$ cat src/rtl/sha256_pkg.sv
// Shared types and constants for the SHA-256 message padder and its fill helper.
package sha256_pkg;

    typedef logic [511:0] sha_block_t;
    typedef logic [31:0]  sha_word_t;

    localparam int         BLOCK_BYTES = 64;
    localparam int         LEN_OFFSET  = 56;
    localparam logic [7:0] PAD_BYTE    = 8'h80;

    typedef enum logic [1:0] {
        FILL,
        EMIT,
        WAIT,
        PAD
    } padder_state_t;

    // Bit position of message byte k: word k/4, big-endian inside the word.
    function automatic int byteLsb(input int k);
        return 32 * (k / 4) + 8 * (3 - (k % 4));
    endfunction

endpackage

$ cat src/rtl/sha256_pad_fill.sv
// Combinational block finisher: 0x80 (or 0x00) at byte q, zeros after it,
// and optionally the 64-bit big-endian bit length in bytes 56..63.
module sha256_pad_fill
    import sha256_pkg::*;
(
    input  sha_block_t  i_block,
    input  logic [5:0]  i_q,
    input  logic        i_insert80,
    input  logic        i_writeLen,
    input  logic [63:0] i_len,
    output sha_block_t  o_block
);

    always_comb begin
        o_block = i_block;
        for (int k = 0; k < BLOCK_BYTES; k++) begin
            if (k == int'(i_q)) begin
                o_block[byteLsb(k) +: 8] = i_insert80 ? PAD_BYTE : 8'h00;
            end else if (k > int'(i_q)) begin
                o_block[byteLsb(k) +: 8] = 8'h00;
            end
            if (i_writeLen && (k >= LEN_OFFSET)) begin
                o_block[byteLsb(k) +: 8] = i_len[8 * (63 - k) +: 8];
            end
        end
    end

endmodule

$ cat src/rtl/sha256_msg_padder.sv
// Packs a byte stream into 512-bit SHA-256 blocks with standard padding and
// hands each block to the hash core with a start pulse, holding it until done.
module sha256_msg_padder
    import sha256_pkg::*;
#(
    parameter int LEN_BITS = 64
) (
    input  logic       clk,
    input  logic       reset,
    input  logic       in_valid,
    input  logic [7:0] in_data,
    input  logic       in_last,
    output logic       in_ready,
    output logic       start,
    output sha_block_t blk_data,
    output logic       blk_first,
    output logic       blk_last,
    input  logic       done,
    output logic       busy
);

    padder_state_t       r_state;
    padder_state_t       w_nextState;
    sha_block_t          r_block;
    logic [5:0]          r_ptr;
    logic [LEN_BITS-1:0] r_len;
    logic                r_first;
    logic                r_blkFirst;
    logic                r_last;
    logic                r_pendPad;
    logic                r_pend80;
    logic                r_busy;

    logic                w_accept;
    logic [5:0]          w_q;
    logic [8:0]          w_ptrLsb;
    logic [LEN_BITS-1:0] w_lenNext;
    logic [63:0]         w_fillLen;
    logic [5:0]          w_fillQ;
    logic                w_fillInsert80;
    logic                w_fillWriteLen;
    sha_block_t          w_merged;
    sha_block_t          w_fillIn;
    sha_block_t          w_padded;

    // Gated by reset so the handshake drops the instant reset is raised.
    assign in_ready  = (r_state == FILL) && !reset;
    assign start     = (r_state == EMIT);
    assign blk_data  = r_block;
    assign blk_first = r_blkFirst;
    assign blk_last  = r_last;
    assign busy      = r_busy;

    assign w_accept  = in_valid && in_ready;
    assign w_q       = r_ptr + 6'd1;
    assign w_ptrLsb  = {r_ptr[5:2], 5'd0} + {4'd0, ~r_ptr[1:0], 3'd0};
    assign w_lenNext = r_len + LEN_BITS'(8);

    always_comb begin
        w_merged = r_block;
        w_merged[w_ptrLsb +: 8] = in_data;
    end

    // The same finisher serves the last-byte path in FILL and the trailing block in PAD.
    always_comb begin
        w_fillIn       = w_merged;
        w_fillQ        = w_q;
        w_fillInsert80 = 1'b1;
        w_fillWriteLen = (w_q < 6'(LEN_OFFSET));
        w_fillLen      = 64'(w_lenNext);
        if (r_state == PAD) begin
            w_fillIn       = r_block;
            w_fillQ        = 6'd0;
            w_fillInsert80 = r_pend80;
            w_fillWriteLen = 1'b1;
            w_fillLen      = 64'(r_len);
        end
    end

    sha256_pad_fill u_padFill (
        .i_block    (w_fillIn),
        .i_q        (w_fillQ),
        .i_insert80 (w_fillInsert80),
        .i_writeLen (w_fillWriteLen),
        .i_len      (w_fillLen),
        .o_block    (w_padded)
    );

    always_ff @(posedge clk or posedge reset) begin
        if (reset) r_state <= FILL;
        else       r_state <= w_nextState;
    end

    always_comb begin
        w_nextState = r_state;
        unique case (r_state)
            FILL:    if (w_accept && (in_last || (w_q == 6'd0))) w_nextState = EMIT;
            EMIT:    w_nextState = WAIT;
            WAIT:    if (done) w_nextState = r_pendPad ? PAD : FILL;
            PAD:     w_nextState = EMIT;
            default: w_nextState = FILL;
        endcase
    end

    always_ff @(posedge clk or posedge reset) begin
        if (reset) begin
            r_block    <= '0;
            r_ptr      <= '0;
            r_len      <= '0;
            r_first    <= 1'b1;
            r_blkFirst <= 1'b0;
            r_last     <= 1'b0;
            r_pendPad  <= 1'b0;
            r_pend80   <= 1'b0;
            r_busy     <= 1'b0;
        end else begin
            unique case (r_state)
                FILL: begin
                    if (w_accept) begin
                        r_ptr      <= w_q;
                        r_len      <= w_lenNext;
                        r_busy     <= 1'b1;
                        r_blkFirst <= r_first;
                        r_last     <= 1'b0;
                        if (in_last && (w_q != 6'd0)) begin
                            r_block   <= w_padded;
                            r_last    <= (w_q < 6'(LEN_OFFSET));
                            r_pendPad <= (w_q >= 6'(LEN_OFFSET));
                            r_pend80  <= 1'b0;
                        end else begin
                            r_block <= w_merged;
                            if (in_last) begin
                                r_pendPad <= 1'b1;
                                r_pend80  <= 1'b1;
                            end
                        end
                    end
                end
                EMIT: r_first <= 1'b0;
                WAIT: begin
                    if (done && !r_pendPad && r_last) begin
                        r_len   <= '0;
                        r_ptr   <= '0;
                        r_first <= 1'b1;
                        r_busy  <= 1'b0;
                    end
                end
                PAD: begin
                    r_block    <= w_padded;
                    r_pendPad  <= 1'b0;
                    r_last     <= 1'b1;
                    r_blkFirst <= 1'b0;
                end
                default: ;
            endcase
        end
    end

endmodule

$ cat config.mk
export PLATFORM = sky130hd
export DESIGN_NAME = sha256_msg_padder
export DESIGN_NICKNAME = d
export VERILOG_FILES = /design/src/rtl/sha256_pkg.sv /design/src/rtl/sha256_pad_fill.sv /design/src/rtl/sha256_msg_padder.sv
export SDC_FILE = /design/constraint.sdc
export NUM_CORES = 2
export LEC_CHECK = 0
export CORE_UTILIZATION = 40
export CTS_CLUSTER_DIAMETER = 200
export DETAILED_ROUTE_END_ITERATION = 8
export PLACE_DENSITY = 0.61
export SKIP_LAST_GASP = 1
export SLEW_MARGIN = 20
export SYNTH_ARGS = -nofsm -noshare
export SYNTH_HDL_FRONTEND = slang
export SYNTH_SLANG_ARGS = --single-unit
export TNS_END_PERCENT = 50
$ cat constraint.sdc
create_clock -name clk -period 24.3 [get_ports clk]
set_input_delay 3.645 -clock clk [delete_from_list [all_inputs] [get_ports clk]]
set_output_delay 3.645 -clock clk [all_outputs]
set_load 0.02 [all_outputs]
Word level (Yosys, flattened, before mapping)
Index checks and enable logic that the tools add are counted.
{"block": "word_totals", "register_bits": 590, "latch_bits": 0, "mem_bits_rw": 0, "rom_bits": 0, "input_bits": 13, "output_inout_bits": 517, "elab_cells": 346, "n_memories": 0}
{"block": "op_classes", "add_sub_neg": 4, "multipliers": 0, "div_mod_pow": 0, "order_cmp": 65, "eq_ne": 71, "shifts": 2, "mux": 170, "bitwise": 1, "reduce_logical": 23}
{"operator": "512-bit two-way mux", "count": 3}
{"operator": "8-bit two-way mux", "count": 136}
{"operator": "512-bit one-hot mux with 2 select lines", "count": 1}
{"operator": "512-bit bitwise mux", "count": 1}
{"operator": "8-bit by 11-bit variable shift with 512-bit output (first input constant)", "count": 1}
{"operator": "8-bit by 11-bit indexed part select with 512-bit output", "count": 1}
{"operator": "6-bit equality test (first input constant)", "count": 32}
{"operator": "6-bit > comparator (first input constant)", "count": 32}
{"operator": "64-bit two-way mux", "count": 3}
{"operator": "64-bit one-hot mux with 2 select lines", "count": 1}
{"operator": "5-bit by 6-bit equality test with 1-bit output (first input constant)", "count": 16}
{"operator": "5-bit by 6-bit > comparator with 1-bit output (first input constant)", "count": 16}
{"operator": "64-bit by 4-bit adder with 64-bit output (second input constant)", "count": 1}
{"operator": "4-bit by 6-bit equality test with 1-bit output (first input constant)", "count": 8}
{"operator": "4-bit by 6-bit > comparator with 1-bit output (first input constant)", "count": 8}
{"operator": "3-bit by 6-bit equality test with 1-bit output (first input constant)", "count": 4}
{"operator": "3-bit by 6-bit > comparator with 1-bit output (first input constant)", "count": 4}
{"operator": "6-bit two-way mux", "count": 3}
{"operator": "2-bit by 6-bit equality test with 1-bit output (first input constant)", "count": 2}
{"operator": "2-bit by 6-bit > comparator with 1-bit output (first input constant)", "count": 2}
{"operator": "6-bit logical NOT", "count": 2}
{"operator": "1-bit two-way mux", "count": 12}
{"operator": "6-bit one-hot mux with 2 select lines", "count": 1}
{"operator": "9-bit negator with 11-bit output", "count": 1}
{"operator": "other kinds (23)", "count": 45}

Logic depth before layout (Yosys ltp)
{"block": "depth", "word_depth": 12, "depth_mapped": 13, "mapped_depth_nobuf": 9}

Hierarchy
From an unflattened synthesis, not the netlist that was laid out.
{"block": "unflattened", "cells_unflattened": 4686, "hier_area_um2": 39899.5}
{"mod": "sha256_msg_padder", "n_inst": 1, "cells_per_inst": 3909, "area_per_inst_um2": 34937.3}
{"mod": "sha256_pad_fill", "n_inst": 1, "cells_per_inst": 777, "area_per_inst_um2": 4962.3}

Worst setup path before layout
Ideal clock, no wire load.
{"block": "synth_timing", "path_type": "input to output", "start": "input reset", "end": "output in_ready", "arrival_time_ps": 4000, "required_time_ps": 20655, "slack_ps": 16655, "path_stages": 1, "path_buffers": 0, "path_cell_list": "nor2b_1"}
{"block": "synth_between", "elab_chain_len": 2}
{"item": "start, declared", "line": "sha256_msg_padder.sv:9", "source": "input logic reset,"}
{"item": "1-bit logical NOT (no source line)"}
{"item": "1-bit logical AND", "line": "sha256_msg_padder.sv:47", "source": "assign in_ready = (r_state == FILL) && !reset;"}
{"item": "end, declared", "line": "sha256_msg_padder.sv:13", "source": "output logic in_ready,"}
No other way between the ends.

Final worst setup path
Same ends and word-level chain as after synthesis.

==> impl_table.tex <==
\begin{tabular}{lr}
\hline
Metric & Value \\
\hline
\multicolumn{2}{l}{\textbf{Status}} \\
Run status & completed \\
\multicolumn{2}{l}{\textbf{Layout}} \\
Area used by multi-input combinational logic & 15100 µm² \\
Total area of sequential cells & between 10000 and 15000 µm² \\
Number of standard cells in the final layout excluding fillers & approximately 4800 \\
Area added between synthesis and finish & 27.4\% \\
Commonest cells after routing, fill and taps aside & dfrtp\_1 (586), clkdlybuf4s50\_1 (523), nand2\_1 (402) \\
Net count reported at finish & between 3000 and 4000 \\
Commonest non-fill, non-tap cell in the layout & dfrtp\_1 \\
Share of final-layout standard cells stronger than drive strength 1 & 0.0880 \\
Fill count & a little over 7000 \\
\multicolumn{2}{l}{\textbf{Yosys}} \\
Fraction of registers with async set or reset after synthesis & 1.00 \\
Xor-xnor portion of the synthesized cell area & 0.0197 \\
Leading post-synthesis cells by cell area & dfrtp\_1 (47\%), nand2\_1 (4.9\%), o21ai\_0 (4.6\%), o2bb2ai\_1 (4.5\%), nor2\_1 (3.3\%) \\
Multiplexer area fraction after synthesis & 0.0107 \\
Area fraction in and, or, nand and nor cells after synthesis & 0.171 \\
Post-synth design cell area & 30900 µm² \\
Post-Synth Adder-Cell Area & 0.00365 \\
Top-area cell type share of the netlist area & 0.475 \\
Post-synth EDFFs & 0 \\
Synthesis-stage register bit count & 587 \\
Share of the synthesized area in compound gates (AO/OA/AOI/OAI) & 0.280 \\
Seq/Total Area, Yosys & 0.476 \\
Dominant cell type by area after synthesis & dfrtp\_1 \\
Count of different cell masters after synthesis & 117 \\
Main combinational cell family by area after synthesis & compound AO/OA/AOI/OAI gates \\
Avg Cell Area, Syn & roughly 9.4 µm² \\
Most frequently used flop master after synthesis & dfrtp\_1 \\
Number of warnings issued by yosys & 0 \\
Syn Inst Count & approximately 3300 \\
Synthesized netlist net count & $\sim$3300 \\
\multicolumn{2}{l}{\textbf{Route}} \\
1st-iter DRT viols & about 4400 \\
Number of antenna-violating nets in the routed design & 0 \\
Total via count after detailed routing & around 31000 \\
Final Routed Wirelength & between 100 and 150 mm \\
Detailed-routing iteration count for the pre-antenna-repair pass & 6 \\
Vias per std cell & between 6 and 7 \\
Final routed wire length divided by cell count & 31.0 µm \\
Remaining design rule violation count & 0 \\
\multicolumn{2}{l}{\textbf{Floorplan}} \\
Core footprint & roughly 76000 µm² \\
Starting utilization of the core area & 0.405 \\
Num ports & 530 \\
Die outline area & slightly below 80000 µm² \\
Die Y-Extent & 280 µm \\
Chip Width & approximately 280 µm \\
Standard-cell rows & slightly above 100 \\
\multicolumn{2}{l}{\textbf{Placement}} \\
Count of port buffers added during placement & 529 \\
Placed wire-length estimate & between 100 and 150 mm \\
Placed insts & roughly 4700 \\
Final weighted congestion in routability-driven placement & 1.06 \\
\multicolumn{2}{l}{\textbf{Clock network}} \\
Max H-tree Level & 3 \\
Clock transition at the register clock pins on the worst setup and hold paths after CTS & roughly 60 ps \\
Clock buffers created by TritonCTS & between 60 and 70 \\
Post-CTS Resized & 0 \\
Clock latency at the later pin of the worst-skew pair & about 640 ps \\
Root Driver & clkbuf\_16 \\
Clock tree from TritonCTS & yes \\
Max Root-Sink Buffers & 3 \\
Hold-fix buffer count after cts & 0 \\
Clock Sink Count & between 500 and 600 \\
Post-CTS setup repair buffer count & 0 \\
\multicolumn{2}{l}{\textbf{Critical path}} \\
Crit-path slowest cell & clkdlybuf4s50\_1 \\
CP Max Fanout & 3 \\
Kind of end point of the critical path & output port \\
Critical-path cell list & clkdlybuf4s50\_1 -> nor2b\_1 -> clkdlybuf4s50\_1 \\
Type of the setup path with the least slack & in2out \\
Required time of the critical path & 20650 ps \\
Startpoint kind of the worst setup timing path & input pin \\
Critical Path Max Stage Delay & 640 ps \\
Most common cell on crit path & clkdlybuf4s50\_1 \\
CP Data Arrival Time & between 5000 and 6000 ps \\
Cell depth of the worst flop-to-flop path & 10 \\
\multicolumn{2}{l}{\textbf{Flow run}} \\
Total of max-cap violations & 0 \\
\multicolumn{2}{l}{\textbf{GRT}} \\
Met3 Usage GRT & 0.0942 \\
Total Routing Usage GR & 0.370 \\
Number of antenna violations at the first check in global routing & 5 \\
GR Util met2 & 0.550 \\
Largest net degree at the start of global routing & around 170 \\
Most used routing layer in global routing & met2 \\
Met1 usage & 0.497 \\
Number of global-route vias before repair & roughly 30000 \\
Final global-route overflow total & 0 \\
Global-route wire length before repair & roughly 210 mm \\
\multicolumn{2}{l}{\textbf{Timing}} \\
Fmax & around 120 MHz \\
Total of endpoints with negative setup slack in the final report & 0 \\
Time the worst path needs with I/O delays and setup & a little under 9000 ps \\
Remaining max-slew budget at the tightest pin & 0.165 \\
Actual transition at the worst max-transition pin & 1250 ps \\
Unrepaired setup endpoints after global routing & no \\
Setup tns final & 0 ps \\
Final clock skew & between 20 and 30 ps \\
Post-route fraction of the period consumed by the critical path & 0.357 \\
Count of final hold-check violations & 0 \\
Final-report max-slew violation count & 0 \\
\multicolumn{2}{l}{\textbf{Min path}} \\
Tightest Hold Check Type & reg2reg \\
Instance count along the most critical hold path & 2 \\
\multicolumn{2}{l}{\textbf{Pwr}} \\
Peak supply drop & between 80 and 90 µV \\
P\_leak & approximately 16 nW \\
Total power density per cell area & approximately 97 nW/µm² \\
\hline
\end{tabular}
-- synthesized netlist by cell type (all sizes together) (8+ instances only) --
cell type  instances
dfrtp            586
nand2            405
o21ai            316
nor2             276
a21oi            193
o2bb2ai          160
clkbuf           156
nand3            105
buf               93
a22o              92
o31ai             89
nor3              68
a31oi             60
o22ai             56
nand4             47
and2              45
nor4              34
xor2              34
and3              30
xnor2             30
a32o              29
o211ai            26
a211oi            25
inv               21
a21o              19
o221ai            18
mux2i             17
o41ai             15
mux2              14
nand2b            14
or3               13
a221oi            12
nor2b             12
or2               11
o21a              10
a311oi             9
a31o               9
ha                 9
o22a               9
o32ai              9
a2111oi            8
a22oi              8
-- state kept, by name, indices dropped and copies added (netlist names) --
register,count
busy,1
r_len,61
r_ptr,6
r_first,1
r_pendPad,1
blk_last,1
blk_data,512
blk_first,1
r_state,2
r_pend80,1
-- stage by stage --
stage / setup slack (ps) / hold slack [ps] / cell area (µm²) / power, W / util
global route: 15560 / 494 / 39300 / 0.00392 / 0.516
global placement: 15630 / 460 / 37000 / 0.00270 / 0.486
detailed placement: 15630 / 465 / 37000 / 0.00270 / 0.486
CTS: 15610 / 482 / 39300 / 0.00377 / 0.516
finish: 15620 / 479 / 39300 / 0.00382 / 0.516
floorplan: 4230 / 444 / 30900 / 0.00200 / -
-- routing by layer --
| metal | up-vias | wire, µm |
|---|---|---|
| met3 | 406 | 16100 |
| li1 | 13200 | - |
| met4 | 2 | 8310 |
| met5 | - | 55 |
| met1 | 15500 | 58700 |
| met2 | 2045 | 64900 |
-- final cells by class --
class / count / share of cell area
clock buffers: 99 / 0.0506
diodes: 2 / 0.000127
multi-input cells: 2422 / 0.385
clock inverters: 20 / 0.00747
repair buffers: 599 / 0.148
well taps: 1030 / 0.0328
inverters: 22 / 0.00229
flip-flops and latches: 587 / 0.373
-- kinds of logic (layout without fill, tap and decap cells) --
logic type | count (synthesis) | after routing
xor+xnor | 64 | 64
other cells | 0 | 2
fa+ha+maj | 9 | 9
simple gates | 1097 | 1097
buf+inv | 271 | 740
mux | 31 | 31
flops | 587 | 587
compound gates | 1221 | 1221
-- worst max-delay path, delay by kind of cell --
| family | cells | cell delay [ps] |
|---|---|---|
| and+or+nand+nor | 1 | 240 |
| buffers and inverters | 2 | 1150 |
-- worst paths after layout --
path,from,to,slack (ps)
min in group asynchronous,reset,r_len[60]$_DFFE_PP0P_,3570
max in group asynchronous,reset,blk_data[101]$_DFFE_PP0P_,18600
setup reg to reg,r_ptr[0]$_DFFE_PP0P_,blk_data[364]$_DFFE_PP0P_,19560
hold / removal,blk_data[391]$_DFFE_PP0P_,blk_data[391]$_DFFE_PP0P_,480
hold reg to reg,blk_data[391]$_DFFE_PP0P_,blk_data[391]$_DFFE_PP0P_,480
setup / recovery,reset,in_ready,15620
-- report_power, final --
part / internal (W) / switching, W / total, W
clock: 0.000634 / 0.000439 / 0.00107
combinational: 0.000449 / 0.00110 / 0.00155
sequential: 0.00109 / 0.000108 / 0.00120
total: 0.00217 / 0.00165 / 0.00382
Note: power is estimated with default switching activity, not from simulation.
